## src/rtl/float_to_int.sv

```systemverilog
// Iterative FP32 -> signed int32 converter with valid/ready on both sides.
// Build option: define ROUND_NEAREST_EN for round-to-nearest-even, otherwise truncate toward zero.
module float_to_int #(
    parameter int STEP = 4
) (
    input  logic        clk,
    input  logic        rst_n,
    input  logic        in_valid,
    output logic        in_ready,
    input  logic [31:0] in_data,
    output logic        out_valid,
    input  logic        out_ready,
    output logic [31:0] out_data,
    output logic [2:0]  out_flags
);

    localparam logic [1:0] IDLE  = 2'd0;
    localparam logic [1:0] SHIFT = 2'd1;
    localparam logic [1:0] ROUND = 2'd2;
    localparam logic [1:0] DONE  = 2'd3;

    localparam logic [5:0] STEP_C = 6'(STEP);

    logic [1:0]  state;
    logic        sign_q;
    logic [63:0] r_q;
    logic [5:0]  c_q;

    logic              in_sign;
    logic [7:0]        in_exp;
    logic [22:0]       in_frac;
    logic signed [8:0] exp_unb;
    logic [5:0]        c_init;

    assign in_sign = in_data[31];
    assign in_exp  = in_data[30:23];
    assign in_frac = in_data[22:0];
    assign exp_unb = signed'({1'b0, in_exp} - 9'd127);

    // Values below 0.25 all park the leading one at bit 30, so only sticky survives.
    assign c_init = (exp_unb <= -9'sd2) ? 6'd33 : 6'd31 - exp_unb[5:0];

    logic        is_special;
    logic [31:0] spec_data;
    logic [2:0]  spec_flags;

    // NOTE: every output of this block gets a default first so no latch is inferred.
    always_comb begin
        is_special = 1'b0;
        spec_data  = 32'h0;
        spec_flags = 3'b000;
        if (in_exp == 8'hFF) begin
            is_special = 1'b1;
            if (|in_frac) begin
                spec_data  = 32'h7FFF_FFFF;
                spec_flags = 3'b100;
            end else begin
                spec_data  = in_sign ? 32'h8000_0000 : 32'h7FFF_FFFF;
                spec_flags = 3'b010;
            end
        end else if (in_exp == 8'h00) begin
            is_special = 1'b1;
            spec_flags = {2'b00, |in_frac};
        end else if (exp_unb >= 9'sd31) begin
            is_special = 1'b1;
            if (in_sign && (exp_unb == 9'sd31) && (in_frac == 23'h0)) begin
                spec_data = 32'h8000_0000;
            end else begin
                spec_data  = in_sign ? 32'h8000_0000 : 32'h7FFF_FFFF;
                spec_flags = 3'b010;
            end
        end
    end

    logic [5:0] amt;
    logic [5:0] c_next;

    assign amt    = (c_q < STEP_C) ? c_q : STEP_C;
    assign c_next = c_q - amt;

    logic [31:0] mag;
    logic        guard;
    logic        sticky;
    logic        round_up;
    logic [31:0] mag_rnd;
    logic [31:0] result;

    assign mag    = r_q[63:32];
    assign guard  = r_q[31];
    assign sticky = |r_q[30:0];

`ifdef ROUND_NEAREST_EN
    assign round_up = guard & (sticky | mag[0]);
`else
    assign round_up = 1'b0;
`endif

    // The increment cannot carry out: guard/sticky are only set when the magnitude is below 2^23.
    assign mag_rnd = mag + {31'b0, round_up};
    assign result  = sign_q ? (32'h0 - mag_rnd) : mag_rnd;

    assign in_ready = rst_n & (state == IDLE);

    // NOTE: sequential state uses non-blocking assignments so all registers update together.
    always_ff @(posedge clk or negedge rst_n) begin
        if (!rst_n) begin
            state     <= IDLE;
            sign_q    <= 1'b0;
            r_q       <= 64'h0;
            c_q       <= 6'h0;
            out_valid <= 1'b0;
            out_data  <= 32'h0;
            out_flags <= 3'b000;
        end else begin
            case (state)
                IDLE: begin
                    if (in_valid) begin
                        sign_q <= in_sign;
                        r_q    <= {1'b1, in_frac, 40'h0};
                        c_q    <= c_init;
                        if (is_special) begin
                            out_data  <= spec_data;
                            out_flags <= spec_flags;
                            out_valid <= 1'b1;
                            state     <= DONE;
                        end else begin
                            state <= SHIFT;
                        end
                    end
                end
                SHIFT: begin
                    r_q <= r_q >> amt;
                    c_q <= c_next;
                    if (c_next == 6'd0) begin
                        state <= ROUND;
                    end
                end
                ROUND: begin
                    out_data  <= result;
                    out_flags <= {2'b00, guard | sticky};
                    out_valid <= 1'b1;
                    state     <= DONE;
                end
                DONE: begin
                    if (out_ready) begin
                        out_valid <= 1'b0;
                        state     <= IDLE;
                    end
                end
                default: state <= IDLE;
            endcase
        end
    end

endmodule

```

## config.mk

```make
export PLATFORM = sky130hd
export DESIGN_NAME = float_to_int
export DESIGN_NICKNAME = d
export VERILOG_FILES = /design/src/rtl/float_to_int.sv
export SDC_FILE = /design/constraint.sdc
export NUM_CORES = 1
export LEC_CHECK = 0
export BUFFER_PORTS_ARGS = -buffer_cell sky130_fd_sc_hd__buf_2
export CAP_MARGIN = 20
export CORE_MARGIN = 2
export CORE_UTILIZATION = 60
export CTS_CLUSTER_DIAMETER = 80
export CTS_CLUSTER_SIZE = 28
export DETAILED_ROUTE_END_ITERATION = 10
export PLACE_DENSITY = 0.8
export RECOVER_POWER = 50
export SYNTH_ARGS = -nofsm -noshare
export SYNTH_HDL_FRONTEND = slang
export SYNTH_SLANG_ARGS = --single-unit
export TNS_END_PERCENT = 30
```

## constraint.sdc

```tcl
create_clock -name clk -period 4.19 [get_ports clk]
set_clock_uncertainty 0.15 [all_clocks]
set_input_delay 0.419 -clock clk [delete_from_list [all_inputs] [get_ports clk]]
set_output_delay 0.419 -clock clk [all_outputs]
set_load 0.02 [all_outputs]
```

## Word-level counts from Yosys, hierarchy flattened

Index checks and enable logic that the tools add are counted.

- Register bits after elaboration: 109
- Input port bits: 36
- Output and inout bits: 37
- Logic and storage cells: 78

- Add/sub/neg operators: 4
- Magnitude comparators: 3
- Eq/ne operators: 9
- Shift operators: 1
- Multiplexer cells: 36
- Bitwise logic cells: 2
- Reductions and logical operators: 16

Operators with widths:

| cell | number |
|---|---|
| 32-bit two-way mux | 9 |
| 64-bit case mux with 2 select lines | 1 |
| 64-bit two-way mux | 1 |
| 32-bit case mux with 2 select lines | 1 |
| 64-bit by 6-bit right shift with 64-bit output | 1 |
| 1-bit by 32-bit subtractor with 32-bit output (first input constant) | 1 |
| 31-bit OR reduction | 1 |
| 23-bit logical NOT | 1 |
| 23-bit OR reduction | 1 |
| 6-bit two-way mux | 3 |
| 2-bit two-way mux | 7 |
| 3-bit two-way mux | 4 |
| 6-bit case mux with 2 select lines | 1 |
| 9-bit by 6-bit == test with 1-bit output (second input constant) | 1 |
| 9-bit by 6-bit >= comparator with 1-bit output (second input constant) | 1 |
| 9-bit by 2-bit <= comparator with 1-bit output (second input constant) | 1 |
| 8-bit by 7-bit subtractor with 9-bit output (second input constant) | 1 |
| 8-bit == test (second input constant) | 1 |
| 8-bit logical NOT | 1 |
| 2-bit != test (second input constant) | 4 |
| 2-bit case mux with 4 select lines | 1 |
| 6-bit logical NOT | 1 |
| 6-bit by 3-bit < comparator with 1-bit output (second input constant) | 1 |
| 1-bit two-way mux | 6 |
| other kinds (15) | 20 |

## Depth between registers and ports, before layout

Gate-level depths: netlist of the first run.

- Depth after elaboration: 11
- Depth in mapped cells: 13
- Depth with buffers taken out: 10

## Worst setup path after synthesis of the first run

No wires, ideal clock.

- Kind: register to register
- Start point: register c_q[2]
- End point: register state[0]
- Setup time: 0.079 ns
- Arrival: 2.944 ns
- Required time: 3.961 ns
- Slack: 1.017 ns
- Stages on the path, launching flop included: 14
- Path buffers: 3
- Clock period less this slack: 3.173 ns
- Path through: dfrtp_1 > buf_2 > or3_1 > or2_2 > clkbuf_1 > clkbuf_1 > nand2_1 > ha_1 > or2_2 > nand2_1 > a21oi_1 > o211ai_1 > a2111oi_2 > mux2i_1

- Longest elaborated chain between the ends: 6

Ends and longest elaborated chain:

| item | line | RTL |
|---|---|---|
| start, declared | 27 | `logic [5:0] c_q;` |
| start signal, assigned | 120 | `c_q <= c_init;` |
| start signal, assigned | 133 | `c_q <= c_next;` |
| 6-bit by 3-bit < comparator with 1-bit output | 78 | `assign amt = (c_q < STEP_C) ? c_q : STEP_C;` |
| 6-bit two-way mux | 78 |  |
| 6-bit subtractor (*) | 79 | `assign c_next = c_q - amt;` |
| 6-bit logical NOT (*) | 134 | `if (c_next == 6'd0) begin` |
| 2-bit != test (no source line) (*) | - |  |
| 3-bit AND reduction (no source line) (*) | - |  |
| end signal, assigned | 135 | `state <= ROUND;` |
| end signal, assigned | 142 | `state <= DONE;` |
| end signal, assigned | 147 | `state <= IDLE;` |
| end, declared | 24 | `logic [1:0] state;` |

Every way passes the cells marked *; elsewhere a longest branch is shown, timed or not.
A chain may end at the register's enable or synchronous reset.

## Worst setup path after layout of the first run

Same ends and word-level chain as after synthesis.

==> impl_metrics.json, run 1 <==
{
  "outcome": "finished, violations left",
  "failed_checks": "max-capacitance violations, max-slew violations",
  "critPathLaunchType": "register",
  "yosysSeqAreaShare": 0.3305,
  "setup.worst_path.class": "reg -> reg",
  "finalSetupViolCount": 0,
  "first_global_vias": 6839,
  "hold_buffers": 1,
  "final_hold_viol_count": 0,
  "critical_path.max_stage_delay_ns": 0.53,
  "cell_chain_critical_path": "or3_1 > or2_2 > nand2_1 > ha_1 > or2_2 > nand2_1 > a21oi_1 > o211ai_1 > a2111oi_2 > mux2i_1",
  "count_of_vias_placed_by_the_detailed_router": 7338,
  "initial_antenna_violation_count": 0,
  "layout_worst_path_cycle_share": 0.8182,
  "avgRoutedWirePerCell_um": 18.62,
  "critical_path_required_ns": 4.31,
  "route.antenna.remaining_nets": 0,
  "leading_cell_type_in_the_layout_fill_and_taps_excluded": "sky130_fd_sc_hd__nand2_1",
  "crit_slowest_cell": "sky130_fd_sc_hd__a2111oi_2",
  "drt-vias-per-instance": 6.523,
  "rsz0062_at_grt": "false",
  "cts_tree": "built",
  "cts_max_level": 3,
  "longest_clk_path_bufs": 2,
  "fin_tns_setup_ns": 0,
  "yosys_warnings": 0,
  "post_route_cells_drive_above_1_share": 0.1507,
  "global_route.usage.total": 0.2974,
  "reg2reg_from": "c_q[2]",
  "cp-endpoint": "state[0]",
  "grt_first_pass_wirelength_um": 35010,
  "layout.cells.most_common_list": "sky130_fd_sc_hd__nand2_1, sky130_fd_sc_hd__o21ai_0, sky130_fd_sc_hd__dfrtp_1",
  "cts.sink_count": 109,
  "syn_area_sq_um": 8254,
  "synth.distinct_cells": 76,
  "clk_root_buffer_cell": "sky130_fd_sc_hd__clkbuf_16",
  "final_nets": 990,
  "floorplan.initialDensity": 0.6184,
  "synth-async-reset-ratio": 1.000,
  "class_of_the_worst_hold_path": "in -> reg",
  "yosys_most_used_dff": "sky130_fd_sc_hd__dfrtp_1",
  "dr.pass1.iters": 5,
  "postSynthNetCount": 988,
  "power.ir.vdd_worst_v": 0.0007295,
  "maxSlewViolCount": 29,
  "ys_ff_latch": 109,
  "grt_overflow": 0,
  "layoutNonFillerInstCount": 1125,
  "tritoncts.num_buffers": 9,
  "antennaDiodeCount": 0,
  "worstPathArrival_ns": 3.55,
  "timing.reg2reg.worst_path_depth": 10,
  "maxSlewHeadroom": -0.1490,
  "routabilityCongestion": 0.9104,
  "clkLatencyLatePin_ns": 0.36,
  "rrSetupSlack_ns": 0.76,
  "placementRows": 42,
  "reg2reg_to": "state[0]",
  "post_synth_inst_count": 942,
  "die_area_sq_um": 14710,
  "post_synth.cell_area_avg_sq_um": 8.762,
  "remaining_drc_errors": 0,
  "critical_path_peak_fanout": 26,
  "period_minus_slack_ns": 3.428,
  "syn2layout_area_growth_pct": 6.382,
  "power.static_leakage_nw": 3.628,
  "grt_start_max_net_pins": 78,
  "critical_path.endpoint_type": "register",
  "clkTransAtPathRegs_ns": 0.07,
  "slew_of_the_pin_with_the_lowest_slew_margin_ns": 1.724,
  "total_detailed_routing_wirelength_um": 20950,
  "post_cts.repair.setup_buffers": 0,
  "timing.critical_path.max_delay_family": "simple AND/OR/NAND/NOR gates",
  "floorplan.die.width_um": 121.3,
  "cap_violations": 1,
  "fmax_ghz": 0.2917,
  "place.detailed.hpwl_um": 14040,
  "fill_cells": 1142,
  "post_cts_resize_count": 0,
  "dp.cells": 1108,
  "io_buffers": 72,
  "timing.critical_path.depth": 10,
  "crit_start": "c_q[2]",
  "die_height_um": 121.3,
  "io_pins": 73,
  "critical_path.n_buffers_inverters": 0,
  "first_iter_violations": 799,
  "placeableCoreArea_sq_um": 13350,
  "synth_edf_count": 0,
  "powerDensity_nw_per_um2": 791.2
}
-- stage by stage --
| stage | power, mW | utilization | hold WS (ns) | cell area [sq um] | worst slack [ns] |
|---|---|---|---|---|---|
| 2_1_floorplan | 5.190 | - | -0.02659 | 8254 | 1.017 |
| 3_3_place_gp | 5.947 | 0.6383 | 0.2229 | 8519 | 0.9533 |
| 3_5_place_dp | 6.056 | 0.6383 | 0.2270 | 8519 | 0.8552 |
| 4_1_cts | 6.965 | 0.6617 | 0.2280 | 8832 | 0.7762 |
| 5_1_grt | 7.523 | 0.6579 | 0.2541 | 8781 | 0.5512 |
| 6_report | 6.948 | 0.6579 | 0.2328 | 8781 | 0.7617 |
-- synth_stat cells (8+ instances only) --
cell type / count / area, sq um
sky130_fd_sc_hd__nand3_1: 38 / 190.2
sky130_fd_sc_hd__mux2_4: 13 / 195.2
sky130_fd_sc_hd__mux2_2: 12 / 135.1
sky130_fd_sc_hd__ha_1: 10 / 125.1
sky130_fd_sc_hd__o31ai_1: 10 / 75.07
sky130_fd_sc_hd__a31oi_1: 8 / 50.05
sky130_fd_sc_hd__a2bb2oi_1: 12 / 105.1
sky130_fd_sc_hd__mux2i_1: 52 / 520.5
sky130_fd_sc_hd__nor3_1: 11 / 55.05
sky130_fd_sc_hd__dfrtp_1: 109 / 2728
sky130_fd_sc_hd__inv_1: 13 / 48.80
sky130_fd_sc_hd__o211ai_1: 11 / 82.58
sky130_fd_sc_hd__o21ai_0: 125 / 625.6
sky130_fd_sc_hd__nor4_1: 22 / 137.6
sky130_fd_sc_hd__nor2_1: 30 / 112.6
sky130_fd_sc_hd__clkbuf_1: 52 / 195.2
sky130_fd_sc_hd__a211oi_1: 8 / 60.06
sky130_fd_sc_hd__nand2b_1: 8 / 50.05
sky130_fd_sc_hd__xor2_1: 21 / 183.9
sky130_fd_sc_hd__nor2b_1: 11 / 68.82
sky130_fd_sc_hd__mux4_2: 28 / 630.6
sky130_fd_sc_hd__buf_2: 27 / 135.1
sky130_fd_sc_hd__a21oi_1: 26 / 130.1
sky130_fd_sc_hd__xnor2_1: 12 / 105.1
sky130_fd_sc_hd__nand2_1: 165 / 619.3
-- cells by family after synthesis --
group	count (synthesis)	share of synthesized area
compound gates	244	0.1857
xor+xnor	33	0.03502
fa+ha+maj	10	0.01516
buf+inv	111	0.06079
flops	109	0.3305
mux	105	0.1795
other cells	1	0.0004543
simple gates	329	0.1930
-- worst min path at each step --
stage	startpoint	end	slack, ns	depth (start not counted)
after detailed placement	rst_n	r_q[44]	0.23	1
after floorplan	rst_n	c_q[0]	-0.03	0
final	in_data[8]	r_q[48]	0.23	3
after global placement	rst_n	r_q[46]	0.22	1
after CTS	in_data[8]	r_q[48]	0.23	3
after global routing	in_data[31]	sign_q	0.25	2
-- power by group --
| group | switching [mW] | leakage (nW) | internal [mW] |
|---|---|---|---|
| combinational | 2.27 | 2.09 | 1.62 |
| sequential | 0.720 | 1.39 | 1.45 |
| clock | 0.406 | 0.146 | 0.482 |
| total | 3.39 | 3.63 | 3.55 |
-- sequential cells by signal (all words and copies together), names as in the netlist --
name / flops
r_q: 64
out_data: 32
out_valid: 1
state: 2
sign_q: 1
c_q: 6
out_flags: 3
-- area by class of cell --
type / instances / area [sq um] / share of cell area
Clock buffer: 11 / 242.7 / 0.02764
Clock inverter: 5 / 60.06 / 0.006840
Inverter: 16 / 60.06 / 0.006840
Multi-Input combinational cell: 722 / 5046 / 0.5747
Sequential cell: 109 / 2733 / 0.3112
Tap cell: 176 / 220.2 / 0.02508
Timing Repair Buffer: 86 / 419.2 / 0.04773
-- routing by layer --
layer / GRT usage / vias to the layer above / share of wire
met5: 0 / - / 0
met4: 0.08477 / 0 / 0.019
met3: 0.04699 / 36 / 0.064
li1: - / 3416 / -
met1: 0.4237 / 3582 / 0.43
met2: 0.4723 / 304 / 0.48
-- worst register-to-register path, cell delays in order (launching register included) --
cell and delay, ns:
sky130_fd_sc_hd__dfrtp_1 0.51, sky130_fd_sc_hd__or3_1 0.44, sky130_fd_sc_hd__or2_2 0.50, sky130_fd_sc_hd__nand2_1 0.15, sky130_fd_sc_hd__ha_1 0.23, sky130_fd_sc_hd__or2_2 0.16, sky130_fd_sc_hd__nand2_1 0.07, sky130_fd_sc_hd__a21oi_1 0.22
sky130_fd_sc_hd__o211ai_1 0.13, sky130_fd_sc_hd__a2111oi_2 0.53, sky130_fd_sc_hd__mux2i_1 0.27
(Power assumes the default switching activity.)
==> run 2: changes to the inputs <==
- ABC_AREA: unset -> 1
- clock period: 4.19 -> 3.3 ns (I/O delays scaled with it)
==> run 2 against run 1 <==
  * Design area shrank 3.1%
  * Register-to-register slack better by 0.06 ns
  * Critical path type unchanged
  * Sequential share of layout area grew 0.93 points
  * Clock power is 16% higher
  * Global-route usage increased by 0.72 points
  * Sequential cell count unchanged
  * Via count up 10%
  * Power grew 26%
  * Combinational power rose by 33%
  * Highest routed layer unchanged
  * The flow finishes with violations (max-slew violations)
  * Synthesized cell count is 22% higher
  * Non-clock buffer count increased by 6
  * Area after synthesis down 4.9%
==> impl_metrics.json, run 2 <==
{
  "syn2layout_area_growth_pct": 8.400,
  "yosysSeqAreaShare": 0.3475,
  "leading_cell_type_in_the_layout_fill_and_taps_excluded": "sky130_fd_sc_hd__nand2_1",
  "critical_path.max_stage_delay_ns": 0.65,
  "postPlaceCellArea_sq_um": 8272,
  "die_height_um": 118.4,
  "first_iter_violations": 762,
  "crit_slowest_cell": "sky130_fd_sc_hd__inv_2",
  "yosys_warnings": 0,
  "cp_common_cell": "sky130_fd_sc_hd__inv_2",
  "powerDensity_nw_per_um2": 1031,
  "area_occupied_by_registers_sq_um": 2728,
  "synth.distinct_cells": 42,
  "post_synth_inst_count": 1151,
  "maxSlewHeadroom": -0.003153,
  "post_cts.repair.setup_buffers": 0,
  "layout_worst_path_cycle_share": 0.7496,
  "area_used_by_multi_input_combinational_logic_sq_um": 4388,
  "syn_area_sq_um": 7850,
  "largest_register_ff_count": 64,
  "clk_root_buffer_cell": "sky130_fd_sc_hd__clkbuf_16",
  "power.static_leakage_nw": 3.691,
  "placementRows": 41,
  "worstPathArrival_ns": 2.59,
  "power.ir.vdd_worst_v": 0.0004653,
  "critPathLaunchType": "register",
  "yosysMostFrequentCell": "sky130_fd_sc_hd__nand2_1",
  "route.antenna.remaining_nets": 0,
  "antennaDiodeCount": 0,
  "fmax_ghz": 0.4043,
  "drt-vias-per-instance": 5.952,
  "rsz0062_at_grt": "false",
  "ys_ff_latch": 109,
  "dr.pass1.iters": 6,
  "avgRoutedWirePerCell_um": 15.44,
  "cts_tree": "built",
  "remaining_drc_errors": 0,
  "detailedPlace.worstSlack_ns": 0.6323,
  "synth_top_area_cell": "sky130_fd_sc_hd__dfrtp_1",
  "cts_max_level": 3,
  "io_pins": 73,
  "grt_first_pass_wirelength_um": 35380,
  "initial_antenna_violation_count": 0,
  "first_global_vias": 7407,
  "grt_overflow": 0,
  "cell_chain_critical_path": "inv_1 > ha_1 > inv_2 > o21ai_2 > inv_2 > a21oi_1 > a22oi_1",
  "use_met1": 0.4332,
  "clkTransAtPathRegs_ns": 0.07,
  "routabilityCongestion": 0.9547,
  "layout.cell_area.non_filler_sq_um": 8509,
  "class_of_the_worst_hold_path": "in -> reg",
  "slew_of_the_pin_with_the_lowest_slew_margin_ns": 1.505,
  "global_route.usage.total": 0.3046,
  "whs_ns": 0.1562,
  "layout.cells.most_common_list": "sky130_fd_sc_hd__nand2_1, sky130_fd_sc_hd__nor2_1, sky130_fd_sc_hd__o21ai_0",
  "synthDominantCellAreaShare": 0.3475,
  "post_synth.cell_area_avg_sq_um": 6.820,
  "floorplan.die.width_um": 118.4,
  "fin_tns_setup_ns": 0,
  "finalSetupViolCount": 0,
  "reg_top3": "r_q x64, out_data x32, c_q x6",
  "clkLatencyLatePin_ns": 0.36,
  "ys_top_cells_by_area": "sky130_fd_sc_hd__dfrtp_1, sky130_fd_sc_hd__nand2_1, sky130_fd_sc_hd__o21ai_0",
  "io_buffers": 72,
  "critical_path.endpoint_type": "register",
  "gr-usage-met3": 0.03427,
  "setup.worst_path.class": "reg -> reg",
  "final_hold_viol_count": 0,
  "maxSlewViolCount": 30,
  "post_route_cells_drive_above_1_share": 0.1210,
  "tritoncts.num_buffers": 9,
  "final_setup_slack_of_the_worst_path_ns": 0.8264,
  "final_nets": 1232,
  "cap_violations": 0,
  "yosys_most_used_dff": "sky130_fd_sc_hd__dfrtp_1",
  "outcome": "finished, violations left",
  "grt_start_max_net_pins": 110,
  "failed_checks": "max-slew violations",
  "placeableCoreArea_sq_um": 12720,
  "globalRoute.busiestLayer": "met2",
  "period_minus_slack_ns": 2.474,
  "count_of_vias_placed_by_the_detailed_router": 8106,
  "postSynthNetCount": 1197,
  "synth-async-reset-ratio": 1.000,
  "cts.sink_count": 109,
  "post_cts_resize_count": 0,
  "floorplan.initialDensity": 0.6170,
  "gr-usage-met2": 0.4794,
  "die_area_sq_um": 14010,
  "total_detailed_routing_wirelength_um": 21030,
  "synth_top_cells_by_count": "sky130_fd_sc_hd__nand2_1, sky130_fd_sc_hd__nor2_1, sky130_fd_sc_hd__o21ai_0, sky130_fd_sc_hd__dfrtp_1, sky130_fd_sc_hd__inv_1",
  "top_register": "r_q",
  "longest_clk_path_bufs": 2,
  "fill_cells": 1183,
  "critical_path_required_ns": 3.42,
  "synth_edf_count": 0,
  "critical_path_peak_fanout": 53,
  "place.detailed.hpwl_um": 14800
}
-- run 2: final cells by class --
cell class | instances | area share
Sequential cell | 109 | 0.3205
Multi-Input combinational cell | 868 | 0.5157
Timing Repair Buffer | 92 | 0.06043
Inverter | 106 | 0.04676
Tap cell | 172 | 0.02529
Clock inverter | 5 | 0.003235
Clock buffer | 10 | 0.02808
-- run 2: metal layers --
metal | part of all wire | vias to the layer above
met3 | 0.066 | 39
li1 | - | 3997
met2 | 0.46 | 317
met4 | 0.024 | 0
met1 | 0.45 | 3753
met5 | 0 | -
-- run 2: cell families after synthesis --
group,Yosys count,share of synthesized area
AO/OA/AOI/OAI,351,0.2732
other,1,0.0004777
adder cells (fa/ha/maj),10,0.01594
buffers and inverters,174,0.09436
AND/OR/NAND/NOR,505,0.2675
XOR/XNOR,1,0.001116
flip-flops,109,0.3475
-- run 2: final timing paths --
kind,depth (start not counted),start,slack [ns],endpoint
min reg2reg,2,out_flags[0],0.33,out_flags[0]
max in group asynchronous,3,rst_n,1.12,out_data[20]
min in group asynchronous,3,rst_n,0.88,r_q[12]
max,7,state[1],0.83,r_q[51]
min,3,in_data[31],0.16,sign_q
max reg2reg,7,state[1],0.83,r_q[51]
-- run 2: per-stage QoR --
stage / utilization / instances / total power, mW
after floorplan: - / 1151 / 6.529
after global placement: 0.6502 / 1346 / 7.592
after detailed placement: 0.6502 / 1346 / 7.702
after CTS: 0.6719 / 1362 / 8.741
after global routing: 0.6689 / 1362 / 9.560
final: 0.6689 / 1362 / 8.770
-- run 2: report_power, final --
part           internal [mW]  switching [mW]
Combinational           1.69            3.50
Clock                  0.524           0.505
Sequential              1.98           0.564
-- run 2: repair_timing --
item / 4_1_cts / 5_1_grt
hold buffers: 1 / 0
endpoints found under the hold margin: 109 / 0
endpoints found under the setup margin: 0 / 0
-- run 2: worst max-delay path: cells and delay by family, from the launching register on --
kind	cells	cell delay, ns
buf+inv	3	1.16
compound gates	3	0.46
flops	1	0.39
fa+ha+maj	1	0.20
